File: config.mk
export PLATFORM = sky130hd
export DESIGN_NAME = regfile_write_queue_flat
export DESIGN_NICKNAME = d
export VERILOG_FILES = /design/src/rtl/regfile_write_queue_if.sv /design/src/rtl/regfile_write_queue.sv /design/src/flat_wrapper.sv
export SDC_FILE = /design/constraint.sdc
export NUM_CORES = 1
export LEC_CHECK = 0
export CAP_MARGIN = 20
export CORE_UTILIZATION = 55
export CTS_CLUSTER_SIZE = 40
export DETAILED_ROUTE_END_ITERATION = 8
export PLACE_DENSITY = 0.81
export SLEW_MARGIN = 20
export SYNTH_ARGS = -nofsm -noshare
export SYNTH_HDL_FRONTEND = slang
export SYNTH_SLANG_ARGS = --single-unit
File: constraint.sdc
create_clock -name clk -period 2.9 [get_ports clk]
set_input_delay 0.58 -clock clk [delete_from_list [all_inputs] [get_ports clk]]
set_output_delay 0.58 -clock clk [all_outputs]
set_load 0.02 [all_outputs]
File: src/rtl/regfile_write_queue_if.sv
// Write-request channel between the execute/writeback
// producer and the register-file write queue.
interface regfile_write_queue_if #(
  parameter int ADDR_WIDTH = 3,
  parameter int DATA_WIDTH = 8
);
  logic                  wr_valid;
  logic                  wr_ready;
  logic [ADDR_WIDTH-1:0] wr_address;
  logic [DATA_WIDTH-1:0] wr_data;

  modport master (
    output wr_valid,
    output wr_address,
    output wr_data,
    input  wr_ready
  );

  modport slave (
    input  wr_valid,
    input  wr_address,
    input  wr_data,
    output wr_ready
  );
endinterface

File: src/rtl/regfile_write_queue.sv
// Circular write queue in front of the 8x8 FileRegister,
// with flush, stall and a newest-entry bypass lookup.
module regfile_write_queue #(
  parameter int DEPTH      = 4,
  parameter int ADDR_WIDTH = 3,
  parameter int DATA_WIDTH = 8,
  localparam int PW = $clog2(DEPTH),
  localparam int CW = PW + 1
) (
  input  logic                  clk,
  input  logic                  reset,
  regfile_write_queue_if.slave  wr,
  input  logic                  drain_en,
  input  logic                  flush,
  output logic                  rf_load,
  output logic [ADDR_WIDTH-1:0] rf_address,
  output logic [DATA_WIDTH-1:0] rf_d_in,
  input  logic [ADDR_WIDTH-1:0] lookup_address,
  output logic                  lookup_hit,
  output logic [DATA_WIDTH-1:0] lookup_data,
  output logic [CW-1:0]         count,
  output logic                  empty
);

  typedef struct packed {
    logic [ADDR_WIDTH-1:0] addr;
    logic [DATA_WIDTH-1:0] data;
  } entry_t;

  entry_t        mem_q [DEPTH];
  logic [PW-1:0] head_q, head_d;
  logic [PW-1:0] tail_q, tail_d;
  logic [CW-1:0] count_q, count_d;
  logic          push;
  logic          pop;
  entry_t        head_e;

  assign count      = count_q;
  assign empty      = (count_q == '0);
  assign wr.wr_ready = (count_q != CW'(DEPTH)) && !flush;
  assign push       = wr.wr_valid && wr.wr_ready;
  assign pop        = rf_load;
  assign head_e     = mem_q[head_q];

  always_comb begin
    rf_load    = !empty && drain_en && !flush;
    rf_address = '0;
    rf_d_in    = '0;
    if (!empty) begin
      rf_address = head_e.addr;
      rf_d_in    = head_e.data;
    end
  end

  always_comb begin
    head_d  = head_q;
    tail_d  = tail_q;
    count_d = count_q;
    if (flush) begin
      head_d  = '0;
      tail_d  = '0;
      count_d = '0;
    end else begin
      if (pop)  head_d = head_q + PW'(1);
      if (push) tail_d = tail_q + PW'(1);
      if (push && !pop) count_d = count_q + CW'(1);
      if (pop && !push) count_d = count_q - CW'(1);
    end
  end

  // Later (newer) matches overwrite earlier ones.
  always_comb begin
    lookup_hit  = 1'b0;
    lookup_data = '0;
    for (int i = 0; i < DEPTH; i++) begin
      if (CW'(i) < count_q &&
          mem_q[head_q + PW'(i)].addr == lookup_address) begin
        lookup_hit  = 1'b1;
        lookup_data = mem_q[head_q + PW'(i)].data;
      end
    end
  end

  always_ff @(posedge clk or negedge reset) begin
    if (!reset) begin
      head_q  <= '0;
      tail_q  <= '0;
      count_q <= '0;
    end else begin
      head_q  <= head_d;
      tail_q  <= tail_d;
      count_q <= count_d;
    end
  end

  always_ff @(posedge clk) begin
    if (push) begin
      mem_q[tail_q] <= entry_t'{
        addr: wr.wr_address,
        data: wr.wr_data
      };
    end
  end

endmodule

File: src/flat_wrapper.sv
// flat-port wrapper written by rule: the top's interface ports become plain ports
module regfile_write_queue_flat 
#(
  parameter int DEPTH      = 4,
  parameter int ADDR_WIDTH = 3,
  parameter int DATA_WIDTH = 8,
  localparam int PW = $clog2(DEPTH),
  localparam int CW = PW + 1
)
  (clk, reset, drain_en, flush, rf_load, rf_address, rf_d_in, lookup_address, lookup_hit, lookup_data, count, empty, wr_wr_valid, wr_wr_address, wr_wr_data, wr_wr_ready);
  regfile_write_queue_if #(.ADDR_WIDTH(ADDR_WIDTH), .DATA_WIDTH(DATA_WIDTH)) wr_i ();
  input  logic clk;
  input  logic reset;
  input  logic drain_en;
  input  logic flush;
  output logic rf_load;
  output logic [ADDR_WIDTH-1:0] rf_address;
  output logic [DATA_WIDTH-1:0] rf_d_in;
  input  logic [ADDR_WIDTH-1:0] lookup_address;
  output logic lookup_hit;
  output logic [DATA_WIDTH-1:0] lookup_data;
  output logic [CW-1:0] count;
  output logic empty;
  input wire logic [$bits(wr_i.wr_valid)-1:0] wr_wr_valid;
  input wire logic [$bits(wr_i.wr_address)-1:0] wr_wr_address;
  input wire logic [$bits(wr_i.wr_data)-1:0] wr_wr_data;
  output wire logic [$bits(wr_i.wr_ready)-1:0] wr_wr_ready;
  assign wr_i.wr_valid = wr_wr_valid;
  assign wr_i.wr_address = wr_wr_address;
  assign wr_i.wr_data = wr_wr_data;
  assign wr_wr_ready = wr_i.wr_ready;
  regfile_write_queue #(.DEPTH(DEPTH), .ADDR_WIDTH(ADDR_WIDTH), .DATA_WIDTH(DATA_WIDTH)) u_core (.clk(clk), .reset(reset), .wr(wr_i), .drain_en(drain_en), .flush(flush), .rf_load(rf_load), .rf_address(rf_address), .rf_d_in(rf_d_in), .lookup_address(lookup_address), .lookup_hit(lookup_hit), .lookup_data(lookup_data), .count(count), .empty(empty));
endmodule
==> results.py <==
metrics = {
    "critical_path": {
        "critPathCaptureType": "primary output",
        "crit_top_cell": "buf_6",
        "worstRegToRegCells": 7,
        "slowest_stage": "dfrtp_2",
        "worstPathMaxFanout": 8,
        "timing.rr.start": "u_core.count[0]$_DFFE_PN0P_",
        "worst_ep_arrival_time_ns": 2.50,
        "slowest_delay_ns": 0.44,
        "required_ns": 2.32,
        "crit_type": "reg -> out",
        "crit_chain": "buf_6, buf_6, buf_4, mux4_2, xnor2_1, nand4_1, nand2b_4, o221ai_2, a22o_1, buf_6",
        "reg2reg_to": "u_core.mem_q[0][6]$_DFFE_PP_",
        "r2r_setup_slack_ns": 0.85,
        "critPathLaunchType": "flip-flop",
    },
    "cells_and_area": {
        "final_area_um2": 4480,
        "final.fill_count": 400,
        "area_growth_pct": 31.1,
        "nNetsFinal": 415,
        "postLayoutCoreUtil_pct": 75.3,
        "layout_common_cells": "buf_4, mux2i_1, edfxtp_1, nand2_1, clkdlybuf4s50_1",
        "drive_above_1_share_pct": 28.0,
        "layout_commonest_cell": "buf_4",
        "antenna_cells": 0,
    },
    "clocking": {
        "htree_num_levels": 2,
        "clkTransAtPathRegs_ns": 0.08,
        "clock_path_buffers": 2,
        "cts_tree": "built",
        "cts_buffers": 5,
        "cts_root_buf": "clkbuf_8",
        "cts_hold_buf": 0,
        "clock_sinks": 51,
        "clock_latency_ns": 0.31,
    },
    "global_routing": {
        "grt_pass1_wl_mm": 12.4,
        "grt_usage_pct": 25.7,
        "grt-ovfl-total": 0,
        "grt_pass1_vias": 2639,
        "antenna_found_initial": 0,
        "grt_max_degree": 33,
    },
    "detailed_routing": {
        "avgViaCountPerCell": 5.63,
        "drtPass1Iterations": 4,
        "vias": 2612,
        "drt_wl_total_mm": 7.79,
        "drt_iter0_drc": 136,
        "drc": 0,
        "ant_nets": 0,
        "wl_per_cell_um": 16.8,
    },
    "place": {
        "dpl.hpwl_mm": 5.42,
        "gp_congestion": 0.825,
        "portBuffers": 44,
        "placed_cell_area_um2": 4230,
    },
    "sta": {
        "fin_ws_ns": -0.182,
        "period_needed_ns": 3.08,
        "maxSlewHeadroom_pct": 72.3,
        "fmax_mhz": 324,
        "hold_viol_final": 0,
        "maxSlewViolCount": 0,
        "worst_pin_slew_ns": 0.414,
        "setup_viol": 9,
        "holdWs_ns": 0.533,
        "rsz0062_at_grt": "true",
        "finalClockSkew_ns": 0.00865,
        "min_period_over_period_pct": 106,
    },
    "run_status": {
        "status": "complete, but fails checks",
        "violations": "negative setup slack",
    },
    "hold_path": {
        "min_path_type": "in -> async",
    },
    "run": {
        "maxCapViolations": 0,
    },
    "floorplan": {
        "core_area_um2": 5960,
        "io_pins": 45,
        "fp-row-count": 28,
        "die_area_um2": 6540,
        "die_w_um": 80.9,
        "die_h_um": 80.9,
        "start_util_pct": 57.4,
    },
    "synthesis": {
        "synth_cell_types": 38,
        "ys_ff_latch": 51,
        "yosys_warnings": 0,
        "synth_top_area_share_pct": 38.6,
        "synth_area_leader_cell": "edfxtp_1",
        "synth.area.top_cells": "edfxtp_1, mux2i_1, dfrtp_1",
        "ys_seq_area_share_pct": 43.8,
        "syn_area_um2": 3420,
        "syn_area_per_cell_um2": 11.5,
        "syn_nets": 325,
        "synthCells": 298,
    },
    "pwr": {
        "ir_drop_v": 0.000503,
        "powerDensity_nw_per_um2": 772,
        "p_leak_uw": 0.00179,
    },
}
[metal layers]
layer  GRT usage, %  vias to the layer above  routed length [µm]
met2           45.5                       65                4030
met4           9.46                        0                 113
met1           30.7                     1260                3310
met3           5.39                       14                 343
met5              0                        -                   0
li1               -                     1273                   -
[Yosys cell counts]
| cell | n |
|---|---|
| a211oi_1 | 1 |
| a21oi_1 | 11 |
| a22o_1 | 8 |
| a311oi_1 | 1 |
| a31oi_1 | 1 |
| and2_1 | 1 |
| and3_1 | 6 |
| and4_1 | 1 |
| buf_1 | 1 |
| buf_2 | 5 |
| buf_4 | 5 |
| buf_6 | 6 |
| clkbuf_1 | 4 |
| dfrtp_1 | 7 |
| edfxtp_1 | 44 |
| ha_1 | 8 |
| inv_1 | 20 |
| mux2_1 | 3 |
| mux2_2 | 8 |
| mux2i_1 | 50 |
| mux4_1 | 1 |
| mux4_2 | 6 |
| nand2_1 | 22 |
| nand2b_1 | 3 |
| nand2b_4 | 1 |
| nand3_1 | 2 |
| nand4_1 | 1 |
| nor2_1 | 17 |
| nor2b_1 | 6 |
| o2111ai_4 | 1 |
| o21ai_0 | 18 |
| o21bai_2 | 1 |
| o221ai_1 | 8 |
| o31ai_1 | 2 |
| or3_1 | 2 |
| xnor2_1 | 11 |
| xnor2_2 | 2 |
| xor2_1 | 3 |
[how the worst max path moves through the flow]
stage	startpoint	to	slack, ns	cells past startpoint
2_1_floorplan	lookup_address[0]	lookup_data[0]	0.24	8
3_3_place_gp	lookup_address[0]	lookup_data[0]	-0.56	9
3_5_place_dp	lookup_address[0]	lookup_data[0]	-0.59	9
4_1_cts	u_core.head_q[0]$_DFFE_PN0P_	lookup_data[6]	-0.19	8
5_1_grt	u_core.head_q[0]$_DFFE_PN0P_	lookup_data[6]	-0.29	8
6_report	u_core.head_q[1]$_DFFE_PN0P_	lookup_data[6]	-0.18	10
[timing repair]
action | CTS | global route
resized for setup | 84 | 8
buffers inserted | 11 | 1
pin swaps | 20 | 2
endpoints found under the setup margin | 21 | 16
[logic make-up after synthesis]
| group | Yosys count | synth area share [%] |
|---|---|---|
| AO/OA/AOI/OAI | 52 | 10.5 |
| XOR/XNOR | 16 | 4.54 |
| adder cells (fa/ha/maj) | 8 | 2.93 |
| buffers and inverters | 41 | 6.55 |
| flip-flops | 51 | 43.8 |
| multiplexers | 68 | 23.0 |
| AND/OR/NAND/NOR | 62 | 8.71 |
[power by group]
part	total, µW	switching [µW]	internal (µW)	leakage (µW)
Sequential	935	66.2	869	0.000490
Combinational	2120	1100	1020	0.00126
Clock	405	235	170	0.0000422
[worst max-delay path: cells and delay by family, from the launching register on]
| kind | cells | cell delay [ns] |
|---|---|---|
| buffers and inverters | 4 | 0.48 |
| flip-flops | 1 | 0.44 |
| AND/OR/NAND/NOR | 2 | 0.40 |
| AO/OA/AOI/OAI | 2 | 0.39 |
| multiplexers | 1 | 0.30 |
| XOR/XNOR | 1 | 0.17 |
[area by class of cell]
class | instances | area, µm² | share of cell area (%)
inverters | 20 | 75.1 | 1.67
clock buffers | 7 | 76.3 | 1.70
well taps | 75 | 93.8 | 2.09
flip-flops and latches | 51 | 1500 | 33.4
clock inverters | 1 | 5.00 | 0.112
repair buffers | 104 | 967 | 21.6
multi-input cells | 206 | 1770 | 39.4
[stage by stage]
step	std cells	worst slack [ns]	setup TNS, ns	total power [µW]
finish	464	-0.182	-1.24	3460
global route	464	-0.291	-2.28	3670
CTS	463	-0.188	-1.33	3440
detailed placement	445	-0.594	-5.08	2950
global placement	445	-0.559	-4.81	2900
floorplan	298	0.238	0	2210
[registers in the layout, indices dropped and copies added (netlist names)]
| name | count |
|---|---|
| u_core.tail_q | 2 |
| u_core.mem_q | 44 |
| u_core.head_q | 2 |
| u_core.count | 3 |
Note: power is estimated with default switching activity, not from simulation.
